==> src/rtl/div_arb_pkg.sv <==
// div_arb_pkg: shared types and the round-robin pick helper for div_arbiter.
// Contents:
//   div_arb_state_t - arbiter FSM state (IDLE, ISSUE, WAIT)
//   rr_pick_t       - result of rr_pick (found flag + grant index)
//   rr_pick()       - first set bit of valid searching upward from ptr+1, wrapping
package div_arb_pkg;

   localparam int unsigned RR_MAX  = 8;
   localparam int unsigned RR_IDXW = 3;

   typedef enum logic [1:0] {
      IDLE  = 2'd0,
      ISSUE = 2'd1,
      WAIT  = 2'd2
   } div_arb_state_t;

   typedef struct packed {
      logic               found;
      logic [RR_IDXW-1:0] idx;
   } rr_pick_t;

   // Operates on an 8-wide vector; unused upper bits are zero, so wrapping
   // modulo 8 gives the same order as wrapping modulo the real requester count.
   function automatic rr_pick_t rr_pick(input logic [RR_MAX-1:0]  valid,
                                        input logic [RR_IDXW-1:0] ptr);
      rr_pick_t           res;
      logic [RR_IDXW-1:0] cand;
      res = '0;
      // Walk from the farthest candidate (ptr itself) to the nearest (ptr+1)
      // so the nearest valid requester is the one left in res.
      for (int k = RR_MAX; k >= 1; k--) begin
         cand = ptr + RR_IDXW'(k);
         if (valid[cand]) begin
            res.found = 1'b1;
            res.idx   = cand;
         end
      end
      return res;
   endfunction

endpackage

==> src/rtl/div_arbiter_rr_arbiter.sv <==
// rr_arbiter: combinational round-robin picker.
// Ports:
//   req_i    - request vector
//   ptr_i    - index of the last grant; search starts at ptr_i+1
//   gnt_c_o  - one-hot grant
//   idx_c_o  - grant index
//   any_c_o  - any request granted
module rr_arbiter
   import div_arb_pkg::*;
#(
   parameter int unsigned NUM_REQ = 2,
   parameter int unsigned IDXW    = 1
) (
   input  logic [NUM_REQ-1:0] req_i,
   input  logic [IDXW-1:0]    ptr_i,
   output logic [NUM_REQ-1:0] gnt_c_o,
   output logic [IDXW-1:0]    idx_c_o,
   output logic               any_c_o
);

   rr_pick_t pick;

   always_comb begin
      pick    = rr_pick(RR_MAX'(req_i), RR_IDXW'(ptr_i));
      any_c_o = pick.found;
      idx_c_o = IDXW'(pick.idx);
      gnt_c_o = '0;
      if (pick.found) gnt_c_o[idx_c_o] = 1'b1;
   end

endmodule

==> src/rtl/divider.sv <==
// divider: sequential restoring unsigned divider, one quotient bit per cycle.
// Latency: result strobe WIDTH+1 cycles after the launch cycle.
// Divisor 0 yields quotient all-ones, remainder = dividend, error_out = 1.
// Ports:
//   clk_in, rst_in (async, active-high)
//   data_valid_in            - launch (ignored while busy)
//   dividend_in, divisor_in  - operands, sampled on launch
//   data_valid_out           - one-cycle result strobe
//   quotient_out, remainder_out, error_out - result (valid with the strobe)
module divider #(
   parameter int unsigned WIDTH = 32
) (
   input  logic             clk_in,
   input  logic             rst_in,
   input  logic             data_valid_in,
   input  logic [WIDTH-1:0] dividend_in,
   input  logic [WIDTH-1:0] divisor_in,
   output logic             data_valid_out,
   output logic [WIDTH-1:0] quotient_out,
   output logic [WIDTH-1:0] remainder_out,
   output logic             error_out
);

   localparam int unsigned CNTW = $clog2(WIDTH + 1);

   logic             busy_q, busy_d, done_q, done_d, err_q, err_d;
   logic [CNTW-1:0]  cnt_q, cnt_d;
   logic [WIDTH-1:0] rem_q, rem_d, quo_q, quo_d, dvs_q, dvs_d;
   logic [WIDTH:0]   trial;
   logic [WIDTH-1:0] diff;
   logic             ge;

   // One restoring step: shift the next dividend bit into the partial remainder.
   assign trial = {rem_q, quo_q[WIDTH-1]};
   assign ge    = trial >= {1'b0, dvs_q};
   assign diff  = trial[WIDTH-1:0] - dvs_q;

   always_comb begin
      busy_d = busy_q;
      done_d = 1'b0;
      err_d  = err_q;
      cnt_d  = cnt_q;
      rem_d  = rem_q;
      quo_d  = quo_q;
      dvs_d  = dvs_q;
      if (!busy_q && data_valid_in) begin
         busy_d = 1'b1;
         cnt_d  = CNTW'(WIDTH);
         rem_d  = '0;
         quo_d  = dividend_in;
         dvs_d  = divisor_in;
         err_d  = (divisor_in == '0);
      end else if (busy_q) begin
         rem_d = ge ? diff : trial[WIDTH-1:0];
         quo_d = {quo_q[WIDTH-2:0], ge};
         cnt_d = cnt_q - CNTW'(1);
         if (cnt_q == CNTW'(1)) begin
            busy_d = 1'b0;
            done_d = 1'b1;
         end
      end
   end

   always_ff @(posedge clk_in or posedge rst_in) begin
      if (rst_in) begin
         busy_q <= 1'b0;
         done_q <= 1'b0;
         err_q  <= 1'b0;
         cnt_q  <= '0;
         rem_q  <= '0;
         quo_q  <= '0;
         dvs_q  <= '0;
      end else begin
         busy_q <= busy_d;
         done_q <= done_d;
         err_q  <= err_d;
         cnt_q  <= cnt_d;
         rem_q  <= rem_d;
         quo_q  <= quo_d;
         dvs_q  <= dvs_d;
      end
   end

   assign data_valid_out = done_q;
   assign quotient_out   = quo_q;
   assign remainder_out  = rem_q;
   assign error_out      = err_q;

endmodule

==> src/rtl/div_arbiter.sv <==
// div_arbiter: shares one sequential divider between NUM_REQ requesters with
// round-robin grants; one operation outstanding at a time.
// Optional: define DIV_ARB_ZERO_BYPASS_EN to answer divisor-0 requests directly
// from IDLE without launching the divider.
// Ports:
//   clk_in, rst_in (async, active-high)
//   req_valid_in / req_ready_out  - per-requester request handshake (ready one-hot)
//   dividend_in, divisor_in       - packed operands, requester i at [i*WIDTH +: WIDTH]
//   quotient_out, remainder_out, error_out - last result, held until the next one
//   resp_valid_out                - one-hot one-cycle response strobe
//   resp_id_out                   - owner of the current result
//   busy_out                      - FSM not in IDLE
module div_arbiter
   import div_arb_pkg::*;
#(
   parameter int unsigned NUM_REQ = 2,
   parameter int unsigned WIDTH   = 32,
   parameter int unsigned IDXW    = (NUM_REQ > 1) ? $clog2(NUM_REQ) : 1
) (
   input  logic                     clk_in,
   input  logic                     rst_in,
   input  logic [NUM_REQ-1:0]       req_valid_in,
   output logic [NUM_REQ-1:0]       req_ready_out,
   input  logic [NUM_REQ*WIDTH-1:0] dividend_in,
   input  logic [NUM_REQ*WIDTH-1:0] divisor_in,
   output logic [WIDTH-1:0]         quotient_out,
   output logic [WIDTH-1:0]         remainder_out,
   output logic                     error_out,
   output logic [NUM_REQ-1:0]       resp_valid_out,
   output logic [IDXW-1:0]          resp_id_out,
   output logic                     busy_out
);

   div_arb_state_t     state_q, state_d;
   logic [IDXW-1:0]    rr_ptr_q, rr_ptr_d, id_q, id_d, resp_id_q, resp_id_d;
   logic [WIDTH-1:0]   dvd_q, dvd_d, dvs_q, dvs_d, quo_q, quo_d, rem_q, rem_d;
   logic               err_q, err_d;
   logic [NUM_REQ-1:0] resp_v_q, resp_v_d;

   logic [NUM_REQ-1:0] gnt;
   logic [IDXW-1:0]    gnt_idx;
   logic               any_gnt;
   logic [31:0]        sel_base;
   logic [WIDTH-1:0]   sel_dvd, sel_dvs;
   logic               div_start, div_done, div_err;
   logic [WIDTH-1:0]   div_quo, div_rem;

   rr_arbiter #(.NUM_REQ(NUM_REQ), .IDXW(IDXW)) u_rr (
      .req_i   (req_valid_in),
      .ptr_i   (rr_ptr_q),
      .gnt_c_o (gnt),
      .idx_c_o (gnt_idx),
      .any_c_o (any_gnt)
   );

   // Operands of the currently granted requester.
   assign sel_base = 32'(gnt_idx) * 32'(WIDTH);
   assign sel_dvd  = dividend_in[sel_base +: WIDTH];
   assign sel_dvs  = divisor_in[sel_base +: WIDTH];

   divider #(.WIDTH(WIDTH)) u_div (
      .clk_in         (clk_in),
      .rst_in         (rst_in),
      .data_valid_in  (div_start),
      .dividend_in    (dvd_q),
      .divisor_in     (dvs_q),
      .data_valid_out (div_done),
      .quotient_out   (div_quo),
      .remainder_out  (div_rem),
      .error_out      (div_err)
   );

   // Next-state and datapath control.
   always_comb begin
      state_d   = state_q;
      rr_ptr_d  = rr_ptr_q;
      id_d      = id_q;
      dvd_d     = dvd_q;
      dvs_d     = dvs_q;
      quo_d     = quo_q;
      rem_d     = rem_q;
      err_d     = err_q;
      resp_id_d = resp_id_q;
      resp_v_d  = '0;
      div_start = 1'b0;
      case (state_q)
         IDLE: begin
            if (any_gnt) begin
               rr_ptr_d = gnt_idx;
               id_d     = gnt_idx;
               dvd_d    = sel_dvd;
               dvs_d    = sel_dvs;
`ifdef DIV_ARB_ZERO_BYPASS_EN
               if (sel_dvs == '0) begin
                  quo_d     = '1;
                  rem_d     = sel_dvd;
                  err_d     = 1'b1;
                  resp_id_d = gnt_idx;
                  resp_v_d  = gnt;
               end else begin
                  state_d = ISSUE;
               end
`else
               state_d = ISSUE;
`endif
            end
         end
         ISSUE: begin
            div_start = 1'b1;
            state_d   = WAIT;
         end
         WAIT: begin
            if (div_done) begin
               quo_d        = div_quo;
               rem_d        = div_rem;
               err_d        = div_err;
               resp_id_d    = id_q;
               resp_v_d     = '0;
               resp_v_d[id_q] = 1'b1;
               state_d      = IDLE;
            end
         end
         default: state_d = IDLE;
      endcase
   end

   always_ff @(posedge clk_in or posedge rst_in) begin
      if (rst_in) begin
         state_q   <= IDLE;
         rr_ptr_q  <= IDXW'(NUM_REQ - 1);
         id_q      <= '0;
         dvd_q     <= '0;
         dvs_q     <= '0;
         quo_q     <= '0;
         rem_q     <= '0;
         err_q     <= 1'b0;
         resp_id_q <= '0;
         resp_v_q  <= '0;
      end else begin
         state_q   <= state_d;
         rr_ptr_q  <= rr_ptr_d;
         id_q      <= id_d;
         dvd_q     <= dvd_d;
         dvs_q     <= dvs_d;
         quo_q     <= quo_d;
         rem_q     <= rem_d;
         err_q     <= err_d;
         resp_id_q <= resp_id_d;
         resp_v_q  <= resp_v_d;
      end
   end

   assign req_ready_out  = (state_q == IDLE && any_gnt) ? gnt : '0;
   assign quotient_out   = quo_q;
   assign remainder_out  = rem_q;
   assign error_out      = err_q;
   assign resp_valid_out = resp_v_q;
   assign resp_id_out    = resp_id_q;
   assign busy_out       = (state_q != IDLE);

endmodule

==> config.mk <==
export PLATFORM = sky130hd
export DESIGN_NAME = div_arbiter
export DESIGN_NICKNAME = d
export VERILOG_FILES = /design/src/rtl/div_arb_pkg.sv /design/src/rtl/div_arbiter_rr_arbiter.sv /design/src/rtl/divider.sv /design/src/rtl/div_arbiter.sv
export SDC_FILE = /design/constraint.sdc
export NUM_CORES = 1
export LEC_CHECK = 0
export CELL_PAD_IN_SITES_DETAIL_PLACEMENT = 1
export CELL_PAD_IN_SITES_GLOBAL_PLACEMENT = 1
export CORE_MARGIN = 2
export CORE_UTILIZATION = 25
export DETAILED_ROUTE_END_ITERATION = 10
export GPL_TIMING_DRIVEN = 0
export PLACE_DENSITY = 0.61
export SYNTH_ARGS = -nofsm -noshare
export SYNTH_HDL_FRONTEND = slang
export SYNTH_SLANG_ARGS = --single-unit
==> constraint.sdc <==
create_clock -name clk_in -period 6.65 [get_ports clk_in]
set_input_delay 0.665 -clock clk_in [delete_from_list [all_inputs] [get_ports clk_in]]
set_output_delay 0.665 -clock clk_in [all_outputs]
set_load 0.005 [all_outputs]
==> metrics.cfg <==
[status]
status = complete, no violations

[cts]
cts_inserted_buffers = 29
cts_tree = built
clock_sinks = 241
clk_pin_slew_ns = 0.06
cts_max_level = 1
clockBufferDepth = 3
cts_resized = 0
insertion_delay_ns = 0.57
post_cts_buffers = 0
root_buffer = clkbuf_16
cts_hold_buffers = 0

[pwr]
p_sw_mw = 3.693
p_int_mw = 5.024
combinationalPowerShare = 0.512
p_leak_nw = 7.045
ir_worst_vdd_uv = 188.3
total_power_mw = 8.717
power_density_nw_per_um2 = 565.2
sequentialPowerShare = 0.302
switching_share = 0.4237
clock_power_share = 0.185

[sta]
fmax_ghz = 0.3112
rsz0062_at_grt = no
fin_worst_skew_ns = 0.02327
layout_min_cycle_time_ns = 3.213
slew_violations = 0
setup_viol = 0
tightest_slew_ns = 0.9798
hold_slack_ns = 0.4780
timing.setup.tns_ns = 0
min_period_over_period = 0.4832
final-hold-violation-count = 0
slew_headroom = 0.3468
worst_slack_ns = 3.437

[global_routing]
grt_pass1_wl_um = 61430
grt_pass1_vias = 10160
overflow = 0
grt_max_degree = 41
track_usage = 0.1674
antenna_found_initial = 11

[placement]
numPortBuffers = 202
place_ws_ns = 3.419
hpwl_um = 30620
place_congestion = 0.8298

[floorplan]
dieArea_um2 = 47830
start_util = 0.2534
fp.dieW_um = 218.7
row_count = 78
coreArea_um2 = 45480
die_y_um = 218.7
ios = 203

[setup_path]
cp-end-kind = primary output
criticalPathCategory = in2out
critPathLaunch = req_valid_in[0]
cp-start-kind = input port
crit_fanout = 10
cp_data_arrival_time_ns = 2.55
required_ns = 5.98
r2r_start = u_div.remainder_out[2]

[drt]
ant_nets = 0
via_count = 9492
met1_length_um = 17210
met2_length_um = 18770
avgViaCountPerCell = 4.858
first_pass_iters = 5
drt_iter0_markers = 661
wl_per_cell_um = 20.35
drc = 0
met3_length_um = 2747
maxUsedRoutingLayer = met5
drt-total-wl_um = 39760

[synth]
synth_area_leader_cell = dfrtp_1
syn_area_per_cell_um2 = 10.57
synth-seq-cells = 241
synth_adder_area_share = 0.03865
ys_warn_count = 0
synth-compound-area-share = 0.1774
async_reset_ff_frac = 1.000
seq_area_frac_synth = 0.5235
syn_area_um2 = 11520
postSynthCellCount = 1090
synth_xor_area_frac = 0.01824
synth_simple_gate_area_frac = 0.08697
synth.top_cell.area_share = 0.5212
synth_top_family_by_area = compound AO/OA/AOI/OAI gates
synth_ff_type = dfrtp_1
synth_edf_count = 0
syn-num-nets = 1257
synth_area_leaders = dfrtp_1 52%, mux2_2 6.3%, a222oi_1 5.6%, o21ai_0 4.8%, nand2_1 3.7%
muxShareOfSynthArea = 0.09729
ys_types = 66

[min_path]
min_path_type = reg2reg
hold_start = u_div.cnt_q[5]

[cells_and_area]
n_fill_cell = 5181
nets = 1497
drive_gt1_frac = 0.09993
area_growth_pct = 33.83

[run]
maxCapViolations = 0

==> placed cells by master, fill, tap and decap left out, drive strengths merged, types with 39 or more instances in the layout <==
cell type,Yosys,layout
a21oi,39,39
a222oi,64,64
clkbuf,53,96
clkdlybuf4s50,0,202
dfrtp,240,240
inv,109,109
mux2,64,64
mux2i,40,40
nand2,114,114
o21ai,119,119
==> metrics by stage <==
step / util / cell area [um2] / std cells
after floorplan: - / 11530 / 1090
after global placement: 0.3144 / 14300 / 1892
after detailed placement: 0.3177 / 14450 / 1899
after CTS: 0.3389 / 15410 / 1951
after global routing: 0.3389 / 15410 / 1951
final: 0.3391 / 15420 / 1954
==> cells by family (layout without fill, tap and decap cells) <==
family          count (synthesis)  count (layout)
xor+xnor                       24              24
compound gates                293             293
other cells                     0               3
mux                           104             104
simple gates                  219             219
buf+inv                       174             435
fa+ha+maj                      35              35
flops                         241             241
==> layout make-up <==
class	instances	area, um2	share of cell area
sequential	241	6032	0.3911
multi-input combinational	675	4823	0.3128
timing repair buffer	209	2170	0.1407
clock buffer	43	838.3	0.05436
tap	600	750.7	0.04868
inverter	109	412.9	0.02677
buffer	65	259.0	0.01679
clock inverter	9	128.9	0.008356
antenna	3	7.507	0.0004868
==> layer usage <==
| metal | vias up | global-route usage |
|---|---|---|
| li1 | 4413 | - |
| met1 | 4767 | 0.2094 |
| met2 | 225 | 0.2812 |
| met3 | 71 | 0.04816 |
| met4 | 16 | 0.04550 |
| met5 | - | 0 |
==> state kept, by name, summed over array words and instances (netlist names) <==
name	flops
rr_ptr_q	1
id_q	1
u_div.remainder_out	32
quotient_out	32
resp_id_out	1
u_div.error_out	1
u_div.data_valid_out	1
resp_valid_out	2
remainder_out	32
dvd_q	32
u_div.cnt_q	6
u_div.busy_q	1
error_out	1
u_div.dvs_q	32
u_div.quotient_out	32
dvs_q	32
state_q	2
==> worst max-delay path, cell delays in order <==
cell and delay (ns):
clkdlybuf4s50_1 0.43, nand2_1 0.07, and3_1 0.15, clkbuf_1 0.17
clkbuf_1 0.44, clkdlybuf4s50_1 0.61
==> worst paths after layout <==
check	end	slack, ns	depth (start not counted)
setup / recovery	req_ready_out[1]	3.44	6
setup reg to reg	u_div.remainder_out[22]	3.53	10
hold reg to reg	u_div.cnt_q[5]	0.48	1
min in group asynchronous	quotient_out[10]	0.52	2
max in group asynchronous	remainder_out[13]	5.12	5
hold / removal	u_div.cnt_q[5]	0.48	1
==> power groups by stage <==
stage | combinational, mW | clock, mW | sequential, mW
after floorplan | 3.11 | 0 | 2.44
after global placement | 4.35 | 0 | 2.64
after detailed placement | 4.47 | 0 | 2.67
after CTS | 4.50 | 1.66 | 2.64
after global routing | 5.00 | 1.72 | 2.72
final | 4.47 | 1.62 | 2.64
==> synthesized netlist by cell type, types with 4 or more instances <==
| master | count |
|---|---|
| nand4_1 | 5 |
| and3_1 | 7 |
| a31oi_1 | 8 |
| nand2_1 | 114 |
| nor2_1 | 34 |
| inv_1 | 108 |
| nor2b_1 | 4 |
| a21oi_1 | 39 |
| dfrtp_1 | 240 |
| nand2b_1 | 8 |
| o21ai_1 | 7 |
| mux2_2 | 64 |
| clkbuf_1 | 52 |
| o21a_1 | 4 |
| nand3_1 | 11 |
| a222oi_1 | 64 |
| a21o_1 | 16 |
| and4_1 | 4 |
| mux2i_1 | 40 |
| a32oi_1 | 8 |
| nor4_1 | 8 |
| nor3_1 | 11 |
| buf_1 | 7 |
| o21ai_0 | 111 |
| xor2_1 | 12 |
| ha_1 | 34 |
| xnor2_1 | 12 |
(Power assumes the default switching activity.)
